### config.mk
export PLATFORM = sky130hd
export DESIGN_NAME = avalon_sdram_arbiter_flat
export DESIGN_NICKNAME = d
export VERILOG_FILES = /design/src/rtl/avalon_sdram_arbiter_if.sv /design/src/rtl/avalon_sdram_arbiter.sv /design/src/flat_wrapper.sv
export SDC_FILE = /design/constraint.sdc
export NUM_CORES = 1
export LEC_CHECK = 0
export BUFFER_PORTS_ARGS = -buffer_cell sky130_fd_sc_hd__buf_2
export CAP_MARGIN = 20
export CORE_AREA = 2 2 122 124
export DETAILED_ROUTE_END_ITERATION = 16
export DIE_AREA = 0 0 124 126
export SETUP_SLACK_MARGIN = 0.3
export SYNTH_ARGS = -nofsm -noshare
export SYNTH_HDL_FRONTEND = slang
export SYNTH_SLANG_ARGS = --single-unit
### constraint.sdc
create_clock -name sys_clk -period 3.9 [get_ports sys_clk]
set_clock_uncertainty 0.2 [all_clocks]
set_input_delay 0.78 -clock sys_clk [delete_from_list [all_inputs] [get_ports sys_clk]]
set_output_delay 0.78 -clock sys_clk [all_outputs]
set_load 0.02 [all_outputs]
### src/rtl/avalon_sdram_arbiter_if.sv
// Avalon-MM bus bundle shared by both requesters and the SDRAM side.
// "master" drives commands; "slave" answers with stall and read returns.
// Handshake: a command (read or write) is accepted on a clock edge where it
// is presented and waitrequest is 0; readdatavalid marks one read beat.
interface avalon_sdram_arbiter_if #(
    parameter int DATA_BYTES = 4,
    parameter int ADDR_W     = 32
);
    logic [ADDR_W-1:0]       address;
    logic                    read;
    logic                    write;
    logic [8*DATA_BYTES-1:0] writedata;
    logic [DATA_BYTES-1:0]   byteenable;
    logic                    waitrequest;
    logic [8*DATA_BYTES-1:0] readdata;
    logic                    readdatavalid;

    modport master (
        output address, read, write, writedata, byteenable,
        input  waitrequest, readdata, readdatavalid
    );

    modport slave (
        input  address, read, write, writedata, byteenable,
        output waitrequest, readdata, readdatavalid
    );
endinterface

### src/rtl/avalon_sdram_arbiter.sv
// Two-requester arbiter for the single SDRAM Avalon port. Port 0 is the
// display fetch (reads), port 1 the host/stream writes. Grants are bounded
// by BURST_MAX accepted transfers; a tag FIFO remembers which port issued
// each pipelined read so returns are routed back to the right requester.
module avalon_sdram_arbiter #(
    parameter int DATA_BYTES  = 4,
    parameter int ADDR_W      = 32,
    parameter int MAX_PENDING = 8,
    parameter int BURST_MAX   = 16,
    parameter int PRIO0       = 1
) (
    input  logic                        sys_clk,
    input  logic                        sys_rst,
    avalon_sdram_arbiter_if.slave       s0,
    avalon_sdram_arbiter_if.slave       s1,
    avalon_sdram_arbiter_if.master      m,
    output logic                        err_orphan,
    output logic [1:0]                  fsm_state
);
    localparam int DATA_W = 8 * DATA_BYTES;
    localparam int PTR_W  = (MAX_PENDING > 1) ? $clog2(MAX_PENDING) : 1;
    localparam int CNT_W  = $clog2(BURST_MAX + 1);

    // Encoding is visible on fsm_state: 0 idle, 1 port 0 granted, 2 port 1.
    typedef enum logic [1:0] {
        IDLE   = 2'd0,
        GRANT0 = 2'd1,
        GRANT1 = 2'd2
    } state_t;

    state_t           state, state_next;
    logic [CNT_W-1:0] beat_cnt;
    logic             last_grant;

    logic             tags [MAX_PENDING];
    logic [PTR_W-1:0] wr_ptr, rd_ptr;
    logic [PTR_W:0]   count;

    logic fifo_full, fifo_empty, head;
    logic sel_read, sel_write, cmd_read, accepted, release_grant;
    logic push, pop, grant_port;
    logic req0, req1;

    assign fifo_full  = (count == (PTR_W+1)'(MAX_PENDING));
    assign fifo_empty = (count == '0);
    assign head       = tags[rd_ptr];
    assign grant_port = (state == GRANT1);
    assign req0       = s0.read | s0.write;
    assign req1       = s1.read | s1.write;
    assign fsm_state  = state;

    // Read returns: data fans out to both ports, the valid follows the FIFO head.
    assign s0.readdata      = m.readdata;
    assign s1.readdata      = m.readdata;
    assign pop              = m.readdatavalid & ~fifo_empty;
    assign s0.readdatavalid = pop & (head == 1'b0);
    assign s1.readdatavalid = pop & (head == 1'b1);

    // Command mux, stall generation, arbitration and grant release.
    always_comb begin
        state_next     = state;
        sel_read       = 1'b0;
        sel_write      = 1'b0;
        m.address      = ADDR_W'(0);
        m.writedata    = DATA_W'(0);
        m.byteenable   = DATA_BYTES'(0);
        s0.waitrequest = 1'b1;
        s1.waitrequest = 1'b1;

        case (state)
            GRANT0: begin
                m.address      = s0.address;
                m.writedata    = s0.writedata;
                m.byteenable   = s0.byteenable;
                sel_read       = s0.read;
                sel_write      = s0.write;
                // A read is held off while there is no room for its tag.
                s0.waitrequest = m.waitrequest | (s0.read & fifo_full);
            end
            GRANT1: begin
                m.address      = s1.address;
                m.writedata    = s1.writedata;
                m.byteenable   = s1.byteenable;
                sel_read       = s1.read;
                sel_write      = s1.write;
                s1.waitrequest = m.waitrequest | (s1.read & fifo_full);
            end
            default: begin
                // Round-robin favours the port not granted last; PRIO0 lets port 0 always win.
                if (req0 && ((PRIO0 != 0) || !req1 || last_grant))
                    state_next = GRANT0;
                else if (req1)
                    state_next = GRANT1;
            end
        endcase

        cmd_read      = sel_read & ~fifo_full;
        m.read        = cmd_read;
        m.write       = sel_write;
        accepted      = (cmd_read | sel_write) & ~m.waitrequest;
        push          = cmd_read & ~m.waitrequest;
        release_grant = (state != IDLE) &&
                        (!(sel_read || sel_write) ||
                         (accepted && beat_cnt == CNT_W'(BURST_MAX - 1)));
        if (release_grant)
            state_next = IDLE;
    end

    // State, burst budget, fairness memory, FIFO pointers and orphan flag.
    always_ff @(posedge sys_clk) begin
        if (sys_rst) begin
            state      <= IDLE;
            beat_cnt   <= '0;
            last_grant <= 1'b0;
            wr_ptr     <= '0;
            rd_ptr     <= '0;
            count      <= '0;
            err_orphan <= 1'b0;
        end else begin
            state <= state_next;
            if (release_grant) begin
                beat_cnt   <= '0;
                last_grant <= grant_port;
            end else if (accepted) begin
                beat_cnt <= beat_cnt + 1'b1;
            end
            if (push)
                wr_ptr <= wr_ptr + 1'b1;
            if (pop)
                rd_ptr <= rd_ptr + 1'b1;
            case ({push, pop})
                2'b10:   count <= count + 1'b1;
                2'b01:   count <= count - 1'b1;
                default: count <= count;
            endcase
            if (m.readdatavalid && fifo_empty)
                err_orphan <= 1'b1;
        end
    end

    // Tag storage: contents are only meaningful between the pointers.
    always_ff @(posedge sys_clk) begin
        if (push)
            tags[wr_ptr] <= grant_port;
    end
endmodule

### src/flat_wrapper.sv
// flat-port wrapper written by rule: the top's interface ports become plain ports
module avalon_sdram_arbiter_flat 
#(
    parameter int DATA_BYTES  = 4,
    parameter int ADDR_W      = 32,
    parameter int MAX_PENDING = 8,
    parameter int BURST_MAX   = 16,
    parameter int PRIO0       = 1
)
  (sys_clk, sys_rst, err_orphan, fsm_state, s0_address, s0_read, s0_write, s0_writedata, s0_byteenable, s0_waitrequest, s0_readdata, s0_readdatavalid, s1_address, s1_read, s1_write, s1_writedata, s1_byteenable, s1_waitrequest, s1_readdata, s1_readdatavalid, m_address, m_read, m_write, m_writedata, m_byteenable, m_waitrequest, m_readdata, m_readdatavalid);
  avalon_sdram_arbiter_if #(.DATA_BYTES(DATA_BYTES), .ADDR_W(ADDR_W)) s0_i ();
  avalon_sdram_arbiter_if #(.DATA_BYTES(DATA_BYTES), .ADDR_W(ADDR_W)) s1_i ();
  avalon_sdram_arbiter_if #(.DATA_BYTES(DATA_BYTES), .ADDR_W(ADDR_W)) m_i ();
  input  logic sys_clk;
  input  logic sys_rst;
  output logic err_orphan;
  output logic [1:0] fsm_state;
  input wire logic [$bits(s0_i.address)-1:0] s0_address;
  input wire logic [$bits(s0_i.read)-1:0] s0_read;
  input wire logic [$bits(s0_i.write)-1:0] s0_write;
  input wire logic [$bits(s0_i.writedata)-1:0] s0_writedata;
  input wire logic [$bits(s0_i.byteenable)-1:0] s0_byteenable;
  output wire logic [$bits(s0_i.waitrequest)-1:0] s0_waitrequest;
  output wire logic [$bits(s0_i.readdata)-1:0] s0_readdata;
  output wire logic [$bits(s0_i.readdatavalid)-1:0] s0_readdatavalid;
  input wire logic [$bits(s1_i.address)-1:0] s1_address;
  input wire logic [$bits(s1_i.read)-1:0] s1_read;
  input wire logic [$bits(s1_i.write)-1:0] s1_write;
  input wire logic [$bits(s1_i.writedata)-1:0] s1_writedata;
  input wire logic [$bits(s1_i.byteenable)-1:0] s1_byteenable;
  output wire logic [$bits(s1_i.waitrequest)-1:0] s1_waitrequest;
  output wire logic [$bits(s1_i.readdata)-1:0] s1_readdata;
  output wire logic [$bits(s1_i.readdatavalid)-1:0] s1_readdatavalid;
  output wire logic [$bits(m_i.address)-1:0] m_address;
  output wire logic [$bits(m_i.read)-1:0] m_read;
  output wire logic [$bits(m_i.write)-1:0] m_write;
  output wire logic [$bits(m_i.writedata)-1:0] m_writedata;
  output wire logic [$bits(m_i.byteenable)-1:0] m_byteenable;
  input wire logic [$bits(m_i.waitrequest)-1:0] m_waitrequest;
  input wire logic [$bits(m_i.readdata)-1:0] m_readdata;
  input wire logic [$bits(m_i.readdatavalid)-1:0] m_readdatavalid;
  assign s0_i.address = s0_address;
  assign s0_i.read = s0_read;
  assign s0_i.write = s0_write;
  assign s0_i.writedata = s0_writedata;
  assign s0_i.byteenable = s0_byteenable;
  assign s0_waitrequest = s0_i.waitrequest;
  assign s0_readdata = s0_i.readdata;
  assign s0_readdatavalid = s0_i.readdatavalid;
  assign s1_i.address = s1_address;
  assign s1_i.read = s1_read;
  assign s1_i.write = s1_write;
  assign s1_i.writedata = s1_writedata;
  assign s1_i.byteenable = s1_byteenable;
  assign s1_waitrequest = s1_i.waitrequest;
  assign s1_readdata = s1_i.readdata;
  assign s1_readdatavalid = s1_i.readdatavalid;
  assign m_address = m_i.address;
  assign m_read = m_i.read;
  assign m_write = m_i.write;
  assign m_writedata = m_i.writedata;
  assign m_byteenable = m_i.byteenable;
  assign m_i.waitrequest = m_waitrequest;
  assign m_i.readdata = m_readdata;
  assign m_i.readdatavalid = m_readdatavalid;
  avalon_sdram_arbiter #(.DATA_BYTES(DATA_BYTES), .ADDR_W(ADDR_W), .MAX_PENDING(MAX_PENDING), .BURST_MAX(BURST_MAX), .PRIO0(PRIO0)) u_core (.sys_clk(sys_clk), .sys_rst(sys_rst), .s0(s0_i), .s1(s1_i), .m(m_i), .err_orphan(err_orphan), .fsm_state(fsm_state));
endmodule
Yosys cells after proc, flatten, opt, wreduce, memory -nomap -nowiden
Memories as Yosys holds them, arrays and structs flattened. A register that Yosys moved wholly into a read port is not among the register bits.
Cells that the tools add are included.
Cells by class
  shift operators: 0
  reductions and logical operators: 13
  bitwise operators: 18
  equality and inequality tests: 6
  magnitude comparators: 0
  div/mod/pow operators: 0
  muxes and demuxes: 14
  $add $sub $neg: 5
  multiply operators: 0
Operators with widths (number)
  case mux 32 bit (2 select lines): 2
  case mux 4 bit (2 select lines): 2
  AND 1 bit: 8
  adder 3 x 1 -> 3 bit, second input constant: 2
  2-to-1 mux 3 bit: 2
  nonzero test 2 bit: 3
  adder 5 x 1 -> 5 bit, second input constant: 1
  equality test 5 x 4 -> 1 bit, second input constant: 1
  NOT 1 bit: 5
  OR 1 bit: 5
  adder 4 x 1 -> 4 bit, second input constant: 1
  equality test 2 x 1 -> 1 bit, second input constant: 2
  equality test 2 bit, second input constant: 2
  equality test 4 bit, second input constant: 1
  logical NOT 4 bit: 1
  2-to-1 mux 1 bit: 4
  2-to-1 mux 2 bit: 2
  case mux 1 bit (2 select lines): 2
  OR reduction 2 bit: 2
  subtractor 4 x 1 -> 4 bit, second input constant: 1
  logical AND 1 bit: 3
  logical OR 1 bit: 2
  AND reduction 2 bit: 1
  logical NOT 1 bit: 1
Storage, ports and cells
  bits in registers: 18
  bits in writable memories: 8
  logic and storage cells: 63
  input port bits: 176
  ROM bits: 0
  memories: 1
  bits in latches: 0
Memory list
  u_core.tags: depth 8, bits a word 1, read ports 1, clocked after Yosys merged registers in 1, wr ports 1, RTL line avalon_sdram_arbiter.sv:35  | logic tags [MAX_PENDING];

Logic depth before layout (Yosys ltp)
Gate-level depths: netlist (run 1).
  depth after elaboration: 9
  gate-level depth with buffers: 13
  depth with buffers taken out: 12

Worst setup path before layout (run 1)
Ideal clock, no wire load.
  path kind: register to register
  start point: reg u_core.state[0] (netlist: u_core.fsm_state[0])
  end point: reg u_core.count[2]
  path slack: 0.855 ns
  data required time: 3.628 ns
  cell stages (with the launch flop): 14
  setup time: 0.072 ns
  buffers on the path: 1
  data arrival time: 2.773 ns
  path through: dfxtp_1 -> inv_1 -> ha_1 -> buf_4 -> inv_4 -> nor4_4 -> inv_2 -> ha_1 -> xor2_1 -> ha_1 -> a21oi_1 -> xor2_1 -> or3_1 -> a21oi_1
On the way
  longest elaborated chain between the ends: 6
RTL lines
  start: declaration: RTL line avalon_sdram_arbiter.sv:31  | state_t state, state_next;
  start signal: assignment: RTL line avalon_sdram_arbiter.sv:120  | state <= state_next;
  equality test 2 bit or equality test 2 x 1 -> 1 bit (tied branches): RTL line avalon_sdram_arbiter.sv:70  | case (state)
  case mux 1 bit (2 select lines) (*): RTL line avalon_sdram_arbiter.sv:70
  AND 1 bit (*): RTL line avalon_sdram_arbiter.sv:97  | cmd_read = sel_read & ~fifo_full;
  AND 1 bit (*): RTL line avalon_sdram_arbiter.sv:101  | push = cmd_read & ~m.waitrequest;
  equality test 2 x 1 -> 1 bit or equality test 2 bit (tied branches): RTL line avalon_sdram_arbiter.sv:131  | case ({push, pop})
  case mux 4 bit (2 select lines) or nonzero test 2 bit (tied branches)
  end signal: assignment: RTL line avalon_sdram_arbiter.sv:132  | 2'b10: count <= count + 1'b1;
  end signal: assignment: RTL line avalon_sdram_arbiter.sv:133  | 2'b01: count <= count - 1'b1;
  end signal: assignment: RTL line avalon_sdram_arbiter.sv:134  | default: count <= count;
  end: declaration: RTL line avalon_sdram_arbiter.sv:37  | logic [PTR_W:0] count;
Every way passes the cells marked *; elsewhere a longest branch is shown, timed or not.
A chain may end at the register's enable or synchronous reset.

Worst setup path after layout (run 1)
  start point: reg u_core.state[0] (netlist: u_core.fsm_state[0])
  end point: out m_address[22]
On the way
  longest elaborated chain between the ends: 2
RTL lines
  equality test 2 bit or equality test 2 x 1 -> 1 bit (tied branches): RTL line avalon_sdram_arbiter.sv:70
  case mux 32 bit (2 select lines) (*): RTL line avalon_sdram_arbiter.sv:70
  end: declaration: RTL line flat_wrapper.sv:34  | output wire logic [$bits(m_i.address)-1:0] m_address;
Marks and branches as above.

==> results of run 1 <==
final timing paths:
check	cells after the start	end	from	slack, ns
setup / recovery	6	m_address[22]	u_core.fsm_state[0]	0.69
hold / removal	2	u_core.err_orphan	u_core.err_orphan	0.26
setup reg to reg	12	u_core.count[2]	u_core.fsm_state[1]	0.72
hold reg to reg	2	u_core.err_orphan	u_core.err_orphan	0.26
synth_stat cells (2+ instances only):
cell type  instances  area [sq um]
nor2_1            86         322.8
buf_1              6         22.52
nor3b_1            2         15.01
a21o_1             2         15.01
mux2i_1            2         20.02
buf_4             65         488.0
nand3_1            5         25.02
inv_1              5         18.77
nand3b_1           4         30.03
mux4_2             2         45.04
a22oi_1           68         510.5
a22o_1             2         17.52
dfxtp_1           21         420.4
buf_2              4         20.02
and2_1             2         12.51
a211oi_1           4         30.03
xor2_1             4         35.03
nand2b_1           4         25.02
o21ai_0            7         35.03
a21oi_1            9         45.04
or3_1              2         12.51
ha_1              10         125.1
edfxtp_1           8         240.2
clkbuf_1          15         56.30
nor3_1             6         30.03
nand4_1            2         12.51
nand2_1           12         45.04
nor2b_1            2         12.51
per-stage QoR:
stage,instances,setup WS [ns],hold WS [ns]
CTS,705,0.6521,0.2656
global route,705,0.4518,0.3118
finish,707,0.6912,0.2605
floorplan,380,0.8551,0.2541
global placement,697,0.7681,0.2504
detailed placement,697,0.7000,0.2522
area by class of cell:
| class | count | share of cell area, % |
|---|---|---|
| timing repair buffer | 224 | 29.47 |
| inverter | 7 | 0.7417 |
| multi-input combinational | 253 | 41.79 |
| clock buffer | 5 | 3.225 |
| antenna | 2 | 0.1290 |
| sequential | 29 | 17.03 |
| clock inverter | 3 | 1.677 |
| tap | 184 | 5.934 |
per-layer routing:
| metal | share of wire (%) | GRT usage [%] |
|---|---|---|
| met1 | 44 | 20.02 |
| met2 | 46 | 23.56 |
| met3 | 9.2 | 5.480 |
| met4 | 1.2 | 2.908 |
| met5 | 0.11 | 0 |
power by group through the flow:
stage               Clock (mW)  Combinational, mW  Sequential (mW)
global route             0.516               1.64            0.374
finish                   0.501               1.48            0.369
global placement             0               1.51            0.374
detailed placement           0               1.51            0.376
floorplan                    0               1.10            0.382
CTS                      0.511               1.52            0.370
cell families (layout without fill, tap and decap cells):
kind of cell	after synthesis	after routing	share of synthesized area, %
muxes	5	5	2.628
adders and majority gates	10	10	4.308
xor gates and xnor gates	5	5	1.508
DFF	29	29	22.75
buffers and inverters	98	239	21.59
AOI/OAI and AO/OA	97	97	24.60
other	0	2	0
and+or+nand+nor	136	136	22.62
worst min-delay path, cell delays in order (launching register included):
cell and delay [ns]:
dfxtp_1 0.32, a21oi_1 0.04, nor2_1 0.07
cell usage in the layout (no fill, tap or decap), drive strengths merged, types with 2 or more instances in the layout:
cell    instances
buf           224
nor2           86
a22oi          69
dfxtp          21
nand2          12
a21oi          10
ha             10
edfxtp          8
o21ai           7
inv             7
nor3            6
nand3           5
clkbuf          5
nand2b          4
xor2            4
nand3b          4
a211oi          4
diode           2
a22o            2
and2            2
mux4            2
mux2i           2
nor2b           2
nor3b           2
or3             2
nand4           2
a21o            2
bufinv          2
nor4            2
nor4b           2
==> reports/results.ini, run 1 <==
[clock_network]
cts.sinks=29
cts_tree=yes
cts_resized=0
clockBufferDepth=2
worstSkewPairLatency_ns=0.27
root_buffer=clkbuf_16
path_clk_slew_ns=0.05
cts_setup_buffers=0
cts-htree-levels=2
numCtsBuffers=5
postCtsHoldBufs=0

[die]
die_height_um=126
io_pins=317
core_area_sq_um=14310
fp.dieW_um=124
rows=44
dieArea_sq_um=15620
initial_core_util_pct=20.29

[pwr]
share_comb_of_total_power_pct=63.0
irDropWorstVdd_uv=302.2
p_int_mw=1.175
powerDensity_nw_per_um2=607.0
switchingPower_mw=1.180
seqPwrFrac_pct=15.7
total_power_mw=2.355
p_leak_nw=1.806
swShare_pct=50.10
p_clk_share_pct=21.3

[global_routing]
grt.overflow.total=0
grt_use_total_pct=15.07
grt_pass1_wl_um=18000
grt_pass1_vias=3108
antenna_found_initial=5
grt_max_degree=73

[sta]
post-route-period-util_pct=82.28
final_max_slew_viol_count=0
relSlewSlack_pct=52.00
fin_crit_ns=3.209
tns_ns=0
setup_viol=0
rsz0062_at_grt=no
worst_pin_slew_ns=0.7200
hold_viol_final=0
fmaxAchievable_ghz=0.3116

[critical_path]
required_ns=2.92
slowest_stage=buf_4
cp_cell_sequence=inv_1 -> ha_1 -> inv_4 -> buf_4 -> nor2_1 -> buf_2
worstPathArrival_ns=2.23
end_kind=primary output
criticalPathCategory=flop to primary output
crit_fanout=72
critPathBufInv=4
crit_family=buffers and inverters
critPathLaunchType=flop
max_stage_delay_ns=0.55

[status]
status=completed

[place]
placed_area_sq_um=3685
io_buffers=220
place_congestion=0.7928
hpwlAfterDp_um=10140

[detailed_routing]
drt_iter0_drc=113
dr_total_vias=3256
drc=0
antenna_left=0
drt_wl_total_um=12240
drtPass1Iterations=4
vias_per_cell=4.605
wl_per_cell_um=17.32

[yosys]
synth-edff-count=8
syn-cell-area_sq_um=2904
syn_nets=566
syn_avg_cell_area_sq_um=7.642
seq_area_frac_synth_pct=22.75
ys.warnings.count=0
ys_types=47
synthFlopType=dfxtp_1
async_reset_ff_share_pct=0
synthCells=380
synth-seq-cells=29

[finish]
syn2layout_area_growth_pct=33.61
fill_cells=1643
final_nets=706
multi_input_area_sq_um=1622
post-route-util_pct=27.11
drive_gt1_share_pct=47.41
seq_area_sq_um=660.6
fin_area_sq_um=3880

[run]
drv_cap=0

[worst_hold_path]
hold_class=flop to flop

(Power assumes the default switching activity.)
==> run 2, diff against run 1 <==
CORE_AREA = 2 2 124 126   (was 2 2 122 124)
DIE_AREA = 0 0 126 128   (was 0 0 124 126)
clock period = 2.6 ns   (was 3.9 ns; I/O delays follow)
==> run 2 against run 1 <==
Net effect:
- non-clock buffer count grew 40
- hold slack improved by 0.012 ns
- design area is 25% higher
- sequential share of layout area is 3.1 points lower
- clock power rose by 31%
- first-iteration DRC count up 39%
- via count rose by 5.3%
- largest cell class unchanged
==> reports/results.ini, run 2 (same netlist as run 1, synthesis figures left out) <==
[status]
status=completed  ; unchanged

[critical_path]
required_ns=2.61  ; was 2.92 ns
crit_fanout=5  ; was 72
critPathBufInv=3  ; was 4
cp_cell_sequence=inv_4 -> ha_4 -> inv_6 -> nor4_4 -> inv_2 -> ha_4 -> xor2_1 -> ha_2 -> a21oi_2 -> xor2_1 -> or3_1 -> a21oi_1  ; was inv_1 -> ha_1 -> inv_4 -> buf_4 -> nor2_1 -> buf_2
crit_family=adder cells  ; was buffers and inverters
end_kind=flop  ; was primary output
slowest_stage=dfxtp_4  ; was buf_4
worstPathArrival_ns=2.57  ; was 2.23 ns
criticalPathCategory=flop to flop  ; was flop to primary output
critPathLaunchType=flop  ; unchanged
max_stage_delay_ns=0.37  ; was 0.55 ns

[pwr]
total_power_mw=4.655  ; was 2.355 mW
irDropWorstVdd_uv=527.7  ; was 302.2 uV
p_leak_nw=2.094  ; was 1.806 nW
powerDensity_nw_per_um2=959.5  ; was 607.0 nW/um^2

[clock_network]
cts-htree-levels=2  ; unchanged
root_buffer=clkbuf_16  ; unchanged
cts.sinks=29  ; unchanged
numCtsBuffers=5  ; unchanged
cts_tree=yes  ; unchanged
path_clk_slew_ns=0.05  ; about the same
postCtsHoldBufs=0  ; unchanged
clockBufferDepth=2  ; unchanged
worstSkewPairLatency_ns=0.28  ; was 0.27 ns

[detailed_routing]
drc=0  ; unchanged
dr_total_vias=3427  ; was 3256
wl_per_cell_um=17.50  ; was 17.32 um
drtPass1Iterations=4  ; unchanged
drt_iter0_drc=157  ; was 113
drt_wl_total_um=13180  ; was 12240 um
vias_per_cell=4.551  ; was 4.605
antenna_left=0  ; unchanged

[sta]
final_max_slew_viol_count=0  ; unchanged
relSlewSlack_pct=72.23  ; was 52.00%
tns_ns=0  ; unchanged
worst_pin_slew_ns=0.4165  ; was 0.7200 ns
rsz0062_at_grt=yes  ; was no
fin_crit_ns=2.562
hold_viol_final=0  ; unchanged
timing.final.ws_setup_ns=0.03830  ; was 0.6912 ns
setup_viol=0  ; unchanged
post-route-period-util_pct=98.53
fmaxAchievable_ghz=0.3904

[place]
hpwlAfterDp_um=9249  ; was 10140 um
place_congestion=0.7887  ; was 0.7928
dp_slack_ns=0.03585  ; was 0.7000 ns
io_buffers=220  ; unchanged

[finish]
layout_common_cells=173 x buf_2, 70 x buf_4, 58 x nor2_1, 38 x a22oi_1, 31 x a22oi_2  ; was 220 x buf_2, 86 x nor2_1, 68 x a22oi_1, 21 x dfxtp_1, 12 x nand2_1
drive_gt1_share_pct=66.13  ; was 47.41%
layout_commonest_cell=buf_2  ; unchanged
post-route-util_pct=32.63  ; was 27.11%
syn2layout_area_growth_pct=67.04  ; was 33.61%
final_nets=746  ; was 706

[die]
core_area_sq_um=14860  ; was 14310 sq um
rows=45  ; was 44
io_pins=317  ; unchanged
dieArea_sq_um=16130  ; was 15620 sq um
fp.dieW_um=126  ; was 124 um
initial_core_util_pct=19.54  ; was 20.29%
die_height_um=128  ; was 126 um

[global_routing]
grt_use_total_pct=13.28  ; was 15.07%
antenna_found_initial=2  ; was 5
grt_pass1_vias=3032  ; was 3108
grt_max_degree=80  ; was 73
grt_pass1_wl_um=16820  ; was 18000 um
grt.overflow.total=0  ; unchanged

[worst_hold_path]
hold_class=flop to flop  ; unchanged

[run]
drv_cap=0  ; unchanged

[run 2: changes by cell type in the layout (fill, tap and decap cells not counted), sizes merged]
cell | before | now
clkinvlp | 0 | 1
clkbuf | 5 | 8
bufinv | 2 | 1
diode | 2 | 4
buf | 224 | 261
[run 2: worst reg2reg max path, cell delays in order, from the launching register on]
cell     delay, ns
dfxtp_4       0.37
inv_4         0.04
ha_4          0.28
inv_6         0.03
nor4_4        0.31
inv_2         0.11
ha_4          0.20
xor2_1        0.14
ha_2          0.18
a21oi_2       0.11
xor2_1        0.08
or3_1         0.30
a21oi_1       0.12
[run 2: worst paths after layout]
check / cells after the start / to / start / slack, ns
setup / recovery: 12 / u_core.count[2] / u_core.fsm_state[1] / 0.04
hold / removal: 2 / u_core.err_orphan / u_core.err_orphan / 0.27
setup reg to reg: 12 / u_core.count[2] / u_core.fsm_state[1] / 0.04
hold reg to reg: 2 / u_core.err_orphan / u_core.err_orphan / 0.27
[run 2: stage by stage]
| step | instance area [sq um] | std cells | hold WS [ns] |
|---|---|---|---|
| after global placement | 3979 | 721 | 0.2590 |
| after global routing | 4843 | 750 | 0.3137 |
| final | 4851 | 753 | 0.2730 |
| after floorplan | 3029 | 380 | 0.2541 |
| after detailed placement | 3979 | 721 | 0.2572 |
| after CTS | 4227 | 733 | 0.2723 |
[run 2: area by class of cell]
cell class / instances / area [sq um]
Multi-Input combinational cell: 253 / 1996
Inverter: 7 / 38.79
Clock buffer: 5 / 125.1
Tap cell: 188 / 235.2
Timing Repair Buffer: 264 / 1730
Sequential cell: 29 / 674.4
Clock inverter: 3 / 41.29
Antenna cell: 4 / 10.01
Fill cell: 1584 / 10010
[run 2: power breakdown]
part           total, mW  switching [mW]  internal, mW
logic               3.44            1.99          1.45
registers          0.561          0.0382         0.523
clock network      0.654           0.207         0.447
[run 2: what timing repair did]
item	CTS	global route
endpoints found under the setup margin	76	86
pin swaps	5	17
setup buffers	4	10
cloned	0	6
gates resized for setup	15	119
[run 2: metal layers]
layer | wire length (um) | global-route usage (%) | vias to the layer above
li1 | - | - | 1660
met1 | 4882 | 15.86 | 1588
met2 | 6689 | 22.07 | 167
met3 | 1403 | 5.718 | 12
met4 | 202 | 3.232 | 0
met5 | 0 | 0 | -
